File: config.mk
export PLATFORM = sky130hd
export DESIGN_NAME = lane_judge_scorer
export DESIGN_NICKNAME = d
export VERILOG_FILES = /design/src/rtl/lane_judge_scorer.sv
export SDC_FILE = /design/constraint.sdc
export NUM_CORES = 1
export LEC_CHECK = 0
export CAP_MARGIN = 5
export CORE_AREA = 5 5 133 135
export CTS_CLUSTER_SIZE = 8
export DETAILED_ROUTE_END_ITERATION = 10
export DIE_AREA = 0 0 138 140
export DONT_BUFFER_PORTS = 1
export GPL_ROUTABILITY_DRIVEN = 0
export SETUP_SLACK_MARGIN = 0.15
export SKIP_CTS_REPAIR_TIMING = 1
export SLEW_MARGIN = 10
export SYNTH_ARGS = -nofsm -noshare
export SYNTH_HDL_FRONTEND = slang
export SYNTH_SLANG_ARGS = --single-unit
export TNS_END_PERCENT = 5
File: constraint.sdc
create_clock -name clk -period 4.4 [get_ports clk]
set_input_delay 0.88 -clock clk [delete_from_list [all_inputs] [get_ports clk]]
set_output_delay 0.88 -clock clk [all_outputs]
set_load 0.1 [all_outputs]
File: src/rtl/lane_judge_scorer.sv
// Rhythm-game judgement engine: grades lane presses inside a per-beat timing
// window and keeps a saturating score, current combo and max combo for display.
module lane_judge_scorer #(
    parameter int unsigned NUM_LANES      = 4,
    parameter int unsigned SCORE_BITS     = 14,
    parameter int unsigned COMBO_BITS     = 14,
    parameter int unsigned SCORE_MAX      = 9999,
    parameter int unsigned WINDOW_CYCLES  = 12500000,
    parameter int unsigned PERFECT_CYCLES = 2500000,
    parameter int unsigned PERFECT_PTS    = 3,
    parameter int unsigned GOOD_PTS       = 1,
    parameter int unsigned MULT_COMBO     = 8,
    parameter int unsigned COMBO_SHOW     = 2
) (
    input  logic                  clk,
    input  logic                  reset_n,
    input  logic                  run,
    input  logic                  clear,
    input  logic                  beat_tick,
    input  logic [NUM_LANES-1:0]  arrow_pattern,
    input  logic [NUM_LANES-1:0]  btn,
    output logic                  judge_valid,
    output logic [1:0]            judge_code,
    output logic [NUM_LANES-1:0]  lane_hit,
    output logic                  wrong_press,
    output logic [SCORE_BITS-1:0] score,
    output logic [COMBO_BITS-1:0] combo,
    output logic [COMBO_BITS-1:0] max_combo,
    output logic                  combo_en
);

    localparam int unsigned CNT_BITS = (WINDOW_CYCLES > 1) ? $clog2(WINDOW_CYCLES) : 1;
    localparam logic [CNT_BITS-1:0]   WIN_LAST   = CNT_BITS'(WINDOW_CYCLES - 1);
    localparam logic [SCORE_BITS+1:0] PT_PERFECT = (SCORE_BITS+2)'(PERFECT_PTS);
    localparam logic [SCORE_BITS+1:0] PT_GOOD    = (SCORE_BITS+2)'(GOOD_PTS);
    localparam logic [SCORE_BITS+1:0] SCORE_CAP  = (SCORE_BITS+2)'(SCORE_MAX);
    localparam logic [SCORE_BITS-1:0] SCORE_SAT  = SCORE_BITS'(SCORE_MAX);

    localparam logic [1:0] ST_IDLE    = 2'd0;
    localparam logic [1:0] ST_WINDOW  = 2'd1;
    localparam logic [1:0] ST_RESOLVE = 2'd2;

    localparam logic [1:0] CODE_MISS    = 2'b01;
    localparam logic [1:0] CODE_GOOD    = 2'b10;
    localparam logic [1:0] CODE_PERFECT = 2'b11;

    logic [1:0]            state_r;
    logic [NUM_LANES-1:0]  pattern_r;
    logic [NUM_LANES-1:0]  hit_r;
    logic [NUM_LANES-1:0]  pendPat_r;
    logic [NUM_LANES-1:0]  btnPrev_r;
    logic                  wrong_r;
    logic                  pendVld_r;
    logic [CNT_BITS-1:0]   winCnt_r;
    logic [CNT_BITS-1:0]   lastHit_r;
    logic [SCORE_BITS-1:0] score_r;
    logic [COMBO_BITS-1:0] combo_r;
    logic [COMBO_BITS-1:0] maxCombo_r;
    logic                  comboEn_r;
    logic [1:0]            codeHeld_r;

    logic                  active_s;
    logic [NUM_LANES-1:0]  press_s;
    logic [NUM_LANES-1:0]  laneHit_s;
    logic [NUM_LANES-1:0]  newHit_s;
    logic                  wrongPress_s;
    logic                  judgeValid_s;
    logic                  goResolve_s;
    logic [1:0]            grade_s;
    logic [SCORE_BITS+1:0] ptsBase_s;
    logic [SCORE_BITS+1:0] pts_s;
    logic [SCORE_BITS+1:0] sum_s;
    logic [SCORE_BITS-1:0] scoreNext_s;
    logic [COMBO_BITS-1:0] comboNext_s;
    logic                  nextPendVld_s;
    logic [NUM_LANES-1:0]  nextPendPat_s;

    // A lane left unhit or any stray press spoils the beat; otherwise timing of the last hit decides.
    function automatic logic [1:0] gradeBeat(
        input logic [NUM_LANES-1:0] pat,
        input logic [NUM_LANES-1:0] hit,
        input logic                 wrong,
        input logic [CNT_BITS-1:0]  idx
    );
        logic [1:0] code;
        if (wrong || (hit != pat)) begin
            code = CODE_MISS;
        end else if (32'(idx) < PERFECT_CYCLES) begin
            code = CODE_PERFECT;
        end else begin
            code = CODE_GOOD;
        end
        return code;
    endfunction

    assign active_s = reset_n & run & ~clear;
    assign press_s  = btn & ~btnPrev_r;
    assign grade_s  = gradeBeat(pattern_r, hit_r, wrong_r, lastHit_r);

    // Per-cycle press classification and window-exit decision.
    always_comb begin
        laneHit_s    = '0;
        wrongPress_s = 1'b0;
        judgeValid_s = 1'b0;
        goResolve_s  = 1'b0;
        newHit_s     = hit_r;
        if (active_s) begin
            case (state_r)
                ST_IDLE: begin
                    wrongPress_s = |press_s;
                end
                ST_WINDOW: begin
                    laneHit_s    = press_s & pattern_r & ~hit_r;
                    wrongPress_s = |(press_s & ~(pattern_r & ~hit_r));
                    newHit_s     = hit_r | laneHit_s;
                    goResolve_s  = (newHit_s == pattern_r) || (winCnt_r == WIN_LAST) || beat_tick;
                end
                ST_RESOLVE: begin
                    judgeValid_s = 1'b1;
                end
                default: begin
                    judgeValid_s = 1'b0;
                end
            endcase
        end else begin
            judgeValid_s = 1'b0;
        end
    end

    // Points, saturating score and combo that the RESOLVE cycle would commit.
    always_comb begin
        ptsBase_s = '0;
        case (grade_s)
            CODE_PERFECT: ptsBase_s = PT_PERFECT;
            CODE_GOOD:    ptsBase_s = PT_GOOD;
            default:      ptsBase_s = '0;
        endcase
        if (32'(combo_r) >= MULT_COMBO) begin
            pts_s = {ptsBase_s[SCORE_BITS:0], 1'b0};
        end else begin
            pts_s = ptsBase_s;
        end
        sum_s = {2'b00, score_r} + pts_s;
        if (sum_s > SCORE_CAP) begin
            scoreNext_s = SCORE_SAT;
        end else begin
            scoreNext_s = sum_s[SCORE_BITS-1:0];
        end
        if (grade_s == CODE_MISS) begin
            comboNext_s = '0;
        end else if (combo_r == '1) begin
            comboNext_s = combo_r;
        end else begin
            comboNext_s = combo_r + COMBO_BITS'(1);
        end
    end

    // A beat landing in the RESOLVE cycle itself chains straight into the next window.
    always_comb begin
        if (beat_tick) begin
            nextPendVld_s = 1'b1;
            nextPendPat_s = arrow_pattern;
        end else begin
            nextPendVld_s = pendVld_r;
            nextPendPat_s = pendPat_r;
        end
    end

    // Edge detector history; tracks btn even while paused so held buttons never count on resume.
    always_ff @(posedge clk or negedge reset_n) begin
        if (!reset_n) begin
            btnPrev_r <= '0;
        end else begin
            btnPrev_r <= btn;
        end
    end

    // Judgement FSM, window counter and pending-beat store.
    always_ff @(posedge clk or negedge reset_n) begin
        if (!reset_n) begin
            state_r   <= ST_IDLE;
            pattern_r <= '0;
            hit_r     <= '0;
            wrong_r   <= 1'b0;
            winCnt_r  <= '0;
            lastHit_r <= '0;
            pendPat_r <= '0;
            pendVld_r <= 1'b0;
        end else if (clear) begin
            state_r   <= ST_IDLE;
            pattern_r <= '0;
            hit_r     <= '0;
            wrong_r   <= 1'b0;
            winCnt_r  <= '0;
            lastHit_r <= '0;
            pendPat_r <= '0;
            pendVld_r <= 1'b0;
        end else if (run) begin
            case (state_r)
                ST_IDLE: begin
                    if (beat_tick && (arrow_pattern != '0)) begin
                        state_r   <= ST_WINDOW;
                        pattern_r <= arrow_pattern;
                        hit_r     <= '0;
                        wrong_r   <= 1'b0;
                        winCnt_r  <= '0;
                        lastHit_r <= '0;
                    end
                end
                ST_WINDOW: begin
                    hit_r <= newHit_s;
                    if (laneHit_s != '0) begin
                        lastHit_r <= winCnt_r;
                    end
                    if (wrongPress_s) begin
                        wrong_r <= 1'b1;
                    end
                    if (beat_tick) begin
                        pendPat_r <= arrow_pattern;
                        pendVld_r <= 1'b1;
                    end
                    if (goResolve_s) begin
                        state_r <= ST_RESOLVE;
                    end else begin
                        winCnt_r <= winCnt_r + CNT_BITS'(1);
                    end
                end
                ST_RESOLVE: begin
                    pendPat_r <= '0;
                    pendVld_r <= 1'b0;
                    hit_r     <= '0;
                    wrong_r   <= 1'b0;
                    winCnt_r  <= '0;
                    lastHit_r <= '0;
                    if (nextPendVld_s && (nextPendPat_s != '0)) begin
                        state_r   <= ST_WINDOW;
                        pattern_r <= nextPendPat_s;
                    end else begin
                        state_r <= ST_IDLE;
                    end
                end
                default: begin
                    state_r <= ST_IDLE;
                end
            endcase
        end
    end

    // Score and combo bookkeeping, committed on the edge leaving RESOLVE.
    always_ff @(posedge clk or negedge reset_n) begin
        if (!reset_n) begin
            score_r    <= '0;
            combo_r    <= '0;
            maxCombo_r <= '0;
            comboEn_r  <= 1'b0;
            codeHeld_r <= 2'b00;
        end else if (clear) begin
            score_r    <= '0;
            combo_r    <= '0;
            maxCombo_r <= '0;
            comboEn_r  <= 1'b0;
            codeHeld_r <= 2'b00;
        end else if (run && (state_r == ST_RESOLVE)) begin
            score_r    <= scoreNext_s;
            combo_r    <= comboNext_s;
            comboEn_r  <= (32'(comboNext_s) >= COMBO_SHOW);
            codeHeld_r <= grade_s;
            if (comboNext_s > maxCombo_r) begin
                maxCombo_r <= comboNext_s;
            end
        end
    end

    assign judge_valid = judgeValid_s;
    assign judge_code  = judgeValid_s ? grade_s : codeHeld_r;
    assign lane_hit    = laneHit_s;
    assign wrong_press = wrongPress_s;
    assign score       = score_r;
    assign combo       = combo_r;
    assign max_combo   = maxCombo_r;
    assign combo_en    = comboEn_r;

endmodule

# Yosys cells after proc, flatten, opt, wreduce, memory -nomap -nowiden
# Index checks and enable logic that the tools add are counted.
[word_totals]
register_bits = 113
input_bits = 13
out_inout_bits = 51
word_cells = 141
[op_classes]
addsub = 3
n_lt_le_gt_ge = 5
eq_ne = 16
muxes = 65
n_bitwise = 12
n_reduce_logical = 26
[op_table]
columns = ["cell", "n"]
rows = [
  ["24-bit two-way mux", 7],
  ["24-bit case mux with 3 select lines", 2],
  ["14-bit two-way mux", 10],
  ["4-bit two-way mux", 13],
  ["24-bit by 1-bit adder with 24-bit output, second input constant", 1],
  ["24-bit equality test, second input constant", 1],
  ["24-bit by 22-bit < comparator with 1-bit output, second input constant", 1],
  ["3-bit inequality test, second input constant", 7],
  ["4-bit AND", 5],
  ["4-bit AND reduction", 5],
  ["14-bit by 16-bit adder with 16-bit output", 1],
  ["16-bit by 14-bit > comparator with 1-bit output, second input constant", 1],
  ["1-bit two-way mux", 16],
  ["16-bit two-way mux", 1],
  ["2-bit two-way mux", 8],
  ["4-bit case mux with 2 select lines", 2],
  ["4-bit nonzero test", 4],
  ["14-bit by 1-bit adder with 14-bit output, second input constant", 1],
  ["14-bit equality test, second input constant", 1],
  ["14-bit by 2-bit greater-or-equal comparator with 1-bit output, second input constant", 1],
  ["14-bit by 4-bit greater-or-equal comparator with 1-bit output, second input constant", 1],
  ["14-bit > comparator", 1],
  ["4-bit inverter", 3],
  ["4-bit case mux with 3 select lines", 1],
  ["other kinds (19)", 33],
]

# Depth between registers and ports, before layout
# Gate-level depths: netlist of the first run.
[logic_depth]
word_depth = 14
ltp_mapped = 16
ltp_nobuf = 15

# Worst setup path before layout of the first run
# No wires, ideal clock.
[synth_timing]
kind = "input-to-output"
start = "in run"
end = "out wrong_press"
arrival_ps = 5997
t_required_ps = 3520
path_slack_ps = -2477
path_stages = 3
path_buffers = 1
path_cell_list = "clkbuf_1 > nand2_1 > a2111oi_0"
[synth_between]
elab_chain_cells = 3
[synth_rtl]
columns = ["element", "line", "text"]
rows = [
  ["start, declared", "17", "input logic run,"],
  ["1-bit AND (2 in series)", "96", "assign active_s = reset_n & run & ~clear;"],
  ["1-bit two-way mux", "107", "if (active_s) begin"],
  ["end, declared", "25", "output logic wrong_press,"],
]
# Every way passes these cells.

# Worst setup path in the final report of the first run
[layout_timing]
start = "reg lastHit_r[6]"
end = "reg score_r[7] (netlist: score[7])"
[layout_between]
elab_chain_cells = 11
word_cells_on_any_way = 12
classes_between = "1 x add/sub; 2 x order compare; 2 x eq/ne; 7 x mux"
[layout_rtl]
columns = ["element", "line", "text"]
rows = [
  ["start, declared", "55", "logic [CNT_BITS-1:0] lastHit_r;"],
  ["start signal, assigned", "213", "lastHit_r <= winCnt_r;"],
  ["24-bit by 22-bit < comparator with 1-bit output (*)", "88", "end else if (32'(idx) < PERFECT_CYCLES) begin"],
  ["1-bit two-way mux (*)", "88", ""],
  ["2-bit two-way mux (*)", "86", "if (wrong || (hit != pat)) begin"],
  ["2-bit equality test", "133", "case (grade_s)"],
  ["2-bit case mux with 2 select lines (*)", "133", ""],
  ["16-bit two-way mux (*)", "138", "if (32'(combo_r) >= MULT_COMBO) begin"],
  ["14-bit by 16-bit adder with 16-bit output (*)", "143", "sum_s = {2'b00, score_r} + pts_s;"],
  ["16-bit by 14-bit > comparator with 1-bit output", "144", "if (sum_s > SCORE_CAP) begin"],
  ["14-bit two-way mux (*)", "144", ""],
  ["14-bit two-way mux (*)", "263", "end else if (run && (state_r == ST_RESOLVE)) begin"],
  ["14-bit two-way mux (*)", "257", "end else if (clear) begin"],
  ["end signal, assigned", "264", "score_r <= scoreNext_s;"],
  ["end, declared", "56", "logic [SCORE_BITS-1:0] score_r;"],
]
# Mark *: on every way between the ends. The rest lies on a longest branch, timed or not. The select of a mux whose other input is x is not followed.
# A chain may end at the register's enable or synchronous reset.

==> impl_metrics.env, run 1 <==
export IMPL_status="finished, final reports clean"
export IMPL_die_y_um=140
export IMPL_port_buffers=0
export IMPL_wire_per_inst_um=17.2
export IMPL_synth_avg_cell_area_um2=8.67
export IMPL_grt_ovfl_total=0
export IMPL_firstDrtPassIters=5
export IMPL_synthToLayoutAreaGrowth_pct=15.0
export IMPL_skew_ns=0.0103
export IMPL_clk_latency_ns=0.36
export IMPL_syn_area_mm2=0.00637
export IMPL_synth_edf_count=0
export IMPL_placed_cells=977
export IMPL_totalWireLength_um=17100
export IMPL_final_setup_worst_slack_ns=0.535
export IMPL_synth_seq_cells=108
export IMPL_clock_sinks=108
export IMPL_post_route_period_util=0.878
export IMPL_dpl_hpwl_um=12500
export IMPL_p_leak_nw=3.07
export IMPL_cp_start_kind="flip-flop"
export IMPL_grt_first_pass_wirelength_um=28600
export IMPL_design_area_mm2=0.00733
export IMPL_cts_tree="done"
export IMPL_root_buffer="clkbuf_16"
export IMPL_maxSlewHeadroom=0.299
export IMPL_ys_seq_area_frac=0.424
export IMPL_rows=47
export IMPL_drtIter0Drc=435
export IMPL_antenna_found_initial=0
export IMPL_arrival_ns=4.11
export IMPL_required_ns=4.65
export IMPL_drv_cap=0
export IMPL_reg2reg_slack_ns=0.54
export IMPL_layout_nets=808
export IMPL_cts_buffers=9
export IMPL_ios=64
export IMPL_die_area_mm2=0.0193
export IMPL_tightest_slew_ns=1.05
export IMPL_placed_area_mm2=0.00702
export IMPL_yosys_warnings=0
export IMPL_grt_pass1_vias=5530
export IMPL_post_route_drc_count=0
export IMPL_ys_flop_type="dfrtp_1"
export IMPL_regToRegStartpoint="lastHit_r[6]"
export IMPL_cp_max_fo=6
export IMPL_htree_levels=3
export IMPL_fin_cells=994
export IMPL_coreArea_mm2=0.0163
export IMPL_maxSlewViolCount=0
export IMPL_min_path_type="primary input to async pin"
export IMPL_grt_start_max_net_pins=110
export IMPL_grt_util_all_layers=0.176
export IMPL_via_per_inst=5.73
export IMPL_die_x_um=138
export IMPL_finalHoldViolCount=0
export IMPL_vias=5698
export IMPL_final_antenna_net_count=0
export IMPL_path_clk_slew_ns=0.07
export IMPL_r2r_end="score[7]"
export IMPL_post_place_ws_ns=0.501
export IMPL_setup_viol=0
export IMPL_drive_gt1_frac=0.123
export IMPL_rsz0062_at_grt="true"
export IMPL_synth_cells=735
export IMPL_synthArstFlopShare=1.00
export IMPL_power_density_mw_per_mm2=270
export IMPL_r2r_cells=15
export IMPL_peakVddDrop_mv=0.207
export IMPL_n_antenna_cell=0
export IMPL_clockBufferDepth=2
export IMPL_min_period_ns=3.86
export IMPL_syn_nets=773
export IMPL_start_util=0.390
export IMPL_fmax_ghz=0.259
export IMPL_crit_type="flip-flop to flip-flop"
export IMPL_post_route_util=0.448
export IMPL_cp_end_kind="flip-flop"
export IMPL_ys_types=61
[per-stage QoR]
stage	hold slack [ns]	power, mW	TNS (ns)
finish	0.226	1.98	0
detailed placement	0.472	1.21	0
CTS	0.207	2.00	0
floorplan	0.449	1.16	-9.67
global route	0.208	2.06	0
global placement	0.466	1.20	0
[where the power goes]
part / switching (mW) / internal, mW
combinational: 0.116 / 0.0583
clock: 0.368 / 0.414
sequential: 0.0175 / 1.00
total: 0.501 / 1.48
[state kept, by name, summed over array words and instances (netlist names)]
register / count
wrong_r: 1
hit_r: 4
codeHeld_r: 2
score: 14
lastHit_r: 19
winCnt_r: 24
combo: 14
combo_en: 1
pattern_r: 4
pendPat_r: 4
state_r: 2
max_combo: 14
pendVld_r: 1
btnPrev_r: 4
[cells in the mapped netlist (3+ instances only)]
cell / number / area [µm²]
inv_1: 35 / 131
ha_1: 24 / 300
a211oi_1: 4 / 30.0
nor3_1: 15 / 75.1
o21ai_0: 51 / 255
nand2b_1: 9 / 56.3
nand2_1: 104 / 390
or3_1: 16 / 100
a31oi_1: 6 / 37.5
a21o_1: 14 / 105
or2_2: 3 / 18.8
buf_2: 12 / 60.1
clkbuf_1: 20 / 75.1
dfrtp_1: 108 / 2700
mux2i_1: 9 / 90.1
a22o_1: 18 / 158
nand3_1: 28 / 140
or4_1: 6 / 45.0
xnor2_1: 10 / 87.6
a2111oi_0: 6 / 52.6
a21oi_1: 52 / 260
and3_1: 12 / 75.1
nor4_1: 14 / 87.6
o31ai_1: 19 / 143
xor2_1: 7 / 61.3
nor2b_1: 7 / 43.8
nand4_1: 19 / 119
nor2_1: 58 / 218
o31a_1: 3 / 26.3
and4_1: 6 / 52.6
[routing by layer]
metal	share of wire	vias up	wire length [µm]	GRT usage
li1	-	2738	-	-
met1	0.45	2763	7640	0.234
met2	0.47	177	8040	0.284
met3	0.066	20	1130	0.0446
met4	0.015	0	248	0.0530
met5	0	-	0	0
[critical path, stage by stage (launching register included)]
cell and delay [ns]:
dfrtp_1 0.38, o211a_1 0.23, o21a_1 0.16, o31ai_1 0.20
a21oi_1 0.10, o31ai_1 0.26, nand2_1 0.14, a21oi_2 0.19
fa_1 0.28, a21oi_1 0.18, or4_1 0.54, a211oi_2 0.28
nand4_1 0.17, a31oi_4 0.31, o32ai_1 0.14, a21o_1 0.21
[logic make-up (layout without fill, tap and decap cells)]
family                   Yosys count  in the layout  share of synthesized area
AND/OR/NAND/NOR                  306            306                      0.236
AO/OA/AOI/OAI                    199            199                      0.207
adder cells (fa/ha/maj)           25             25                     0.0503
flip-flops                       108            108                      0.424
XOR/XNOR                          17             17                     0.0234
buffers and inverters             70            109                     0.0438
multiplexers                      10             10                     0.0159
[layout by cell type (no fill, tap or decap), types with 3 or more instances in the layout]
| cell type | netlist | routed |
|---|---|---|
| xor2_1 | 7 | 7 |
| a211oi_1 | 4 | 4 |
| nor4_1 | 14 | 13 |
| nand3_1 | 28 | 28 |
| a21oi_1 | 52 | 50 |
| nand2_1 | 104 | 104 |
| a31oi_1 | 6 | 6 |
| o31ai_1 | 19 | 18 |
| and3_1 | 12 | 12 |
| o31a_1 | 3 | 3 |
| o21ai_0 | 51 | 51 |
| or2_2 | 3 | 3 |
| inv_1 | 35 | 35 |
| clkbuf_16 | 0 | 10 |
| a22o_1 | 18 | 18 |
| or3_1 | 16 | 16 |
| nand2b_1 | 9 | 9 |
| nor2b_1 | 7 | 7 |
| dfrtp_1 | 108 | 108 |
| a2111oi_0 | 6 | 5 |
| nor2_1 | 58 | 57 |
| nor3_1 | 15 | 12 |
| ha_1 | 24 | 24 |
| a21o_1 | 14 | 14 |
| and4_1 | 6 | 6 |
| xnor2_1 | 10 | 10 |
| buf_4 | 0 | 56 |
| mux2i_1 | 9 | 9 |
| or4_1 | 6 | 6 |
| nand4_1 | 19 | 19 |
[cell type report]
| cell class | count | area [µm²] |
|---|---|---|
| clock inverter | 3 | 22.5 |
| fill | 1606 | 9020 |
| clock buffer | 12 | 256 |
| timing repair buffer | 58 | 473 |
| multi-input combinational | 557 | 3460 |
| sequential | 108 | 2700 |
| tap | 220 | 275 |
| inverter | 36 | 135 |
[how the worst max path moves through the flow]
| stage | startpoint | end | cells past startpoint |
|---|---|---|---|
| 2_1_floorplan | run | judge_code[0] | 5 |
| 3_3_place_gp | lastHit_r[6] | score[7] | 15 |
| 3_5_place_dp | lastHit_r[6] | score[7] | 15 |
| 4_1_cts | pattern_r[0] | score[7] | 12 |
| 5_1_grt | combo[3] | max_combo[2] | 15 |
| 6_report | lastHit_r[6] | score[7] | 15 |
No activity file was read; power rests on OpenSTA's default activity.
==> run 2: changes to the inputs <==
--- a/config.mk
+++ b/config.mk
@@ -7,6 +7,7 @@
 export LEC_CHECK = 0
 export CAP_MARGIN = 5
 export CORE_AREA = 5 5 133 135
+export CTS_CLUSTER_DIAMETER = 60
 export CTS_CLUSTER_SIZE = 8
 export DETAILED_ROUTE_END_ITERATION = 10
 export DIE_AREA = 0 0 138 140
@@ -14,6 +15,7 @@
 export GPL_ROUTABILITY_DRIVEN = 0
 export SETUP_SLACK_MARGIN = 0.15
 export SKIP_CTS_REPAIR_TIMING = 1
+export SKIP_LAST_GASP = 1
 export SLEW_MARGIN = 10
 export SYNTH_ARGS = -nofsm -noshare
 export SYNTH_HDL_FRONTEND = slang
==> results of run 2 <==
No change in the layout: final DEF, timing and power equal those of run 1.
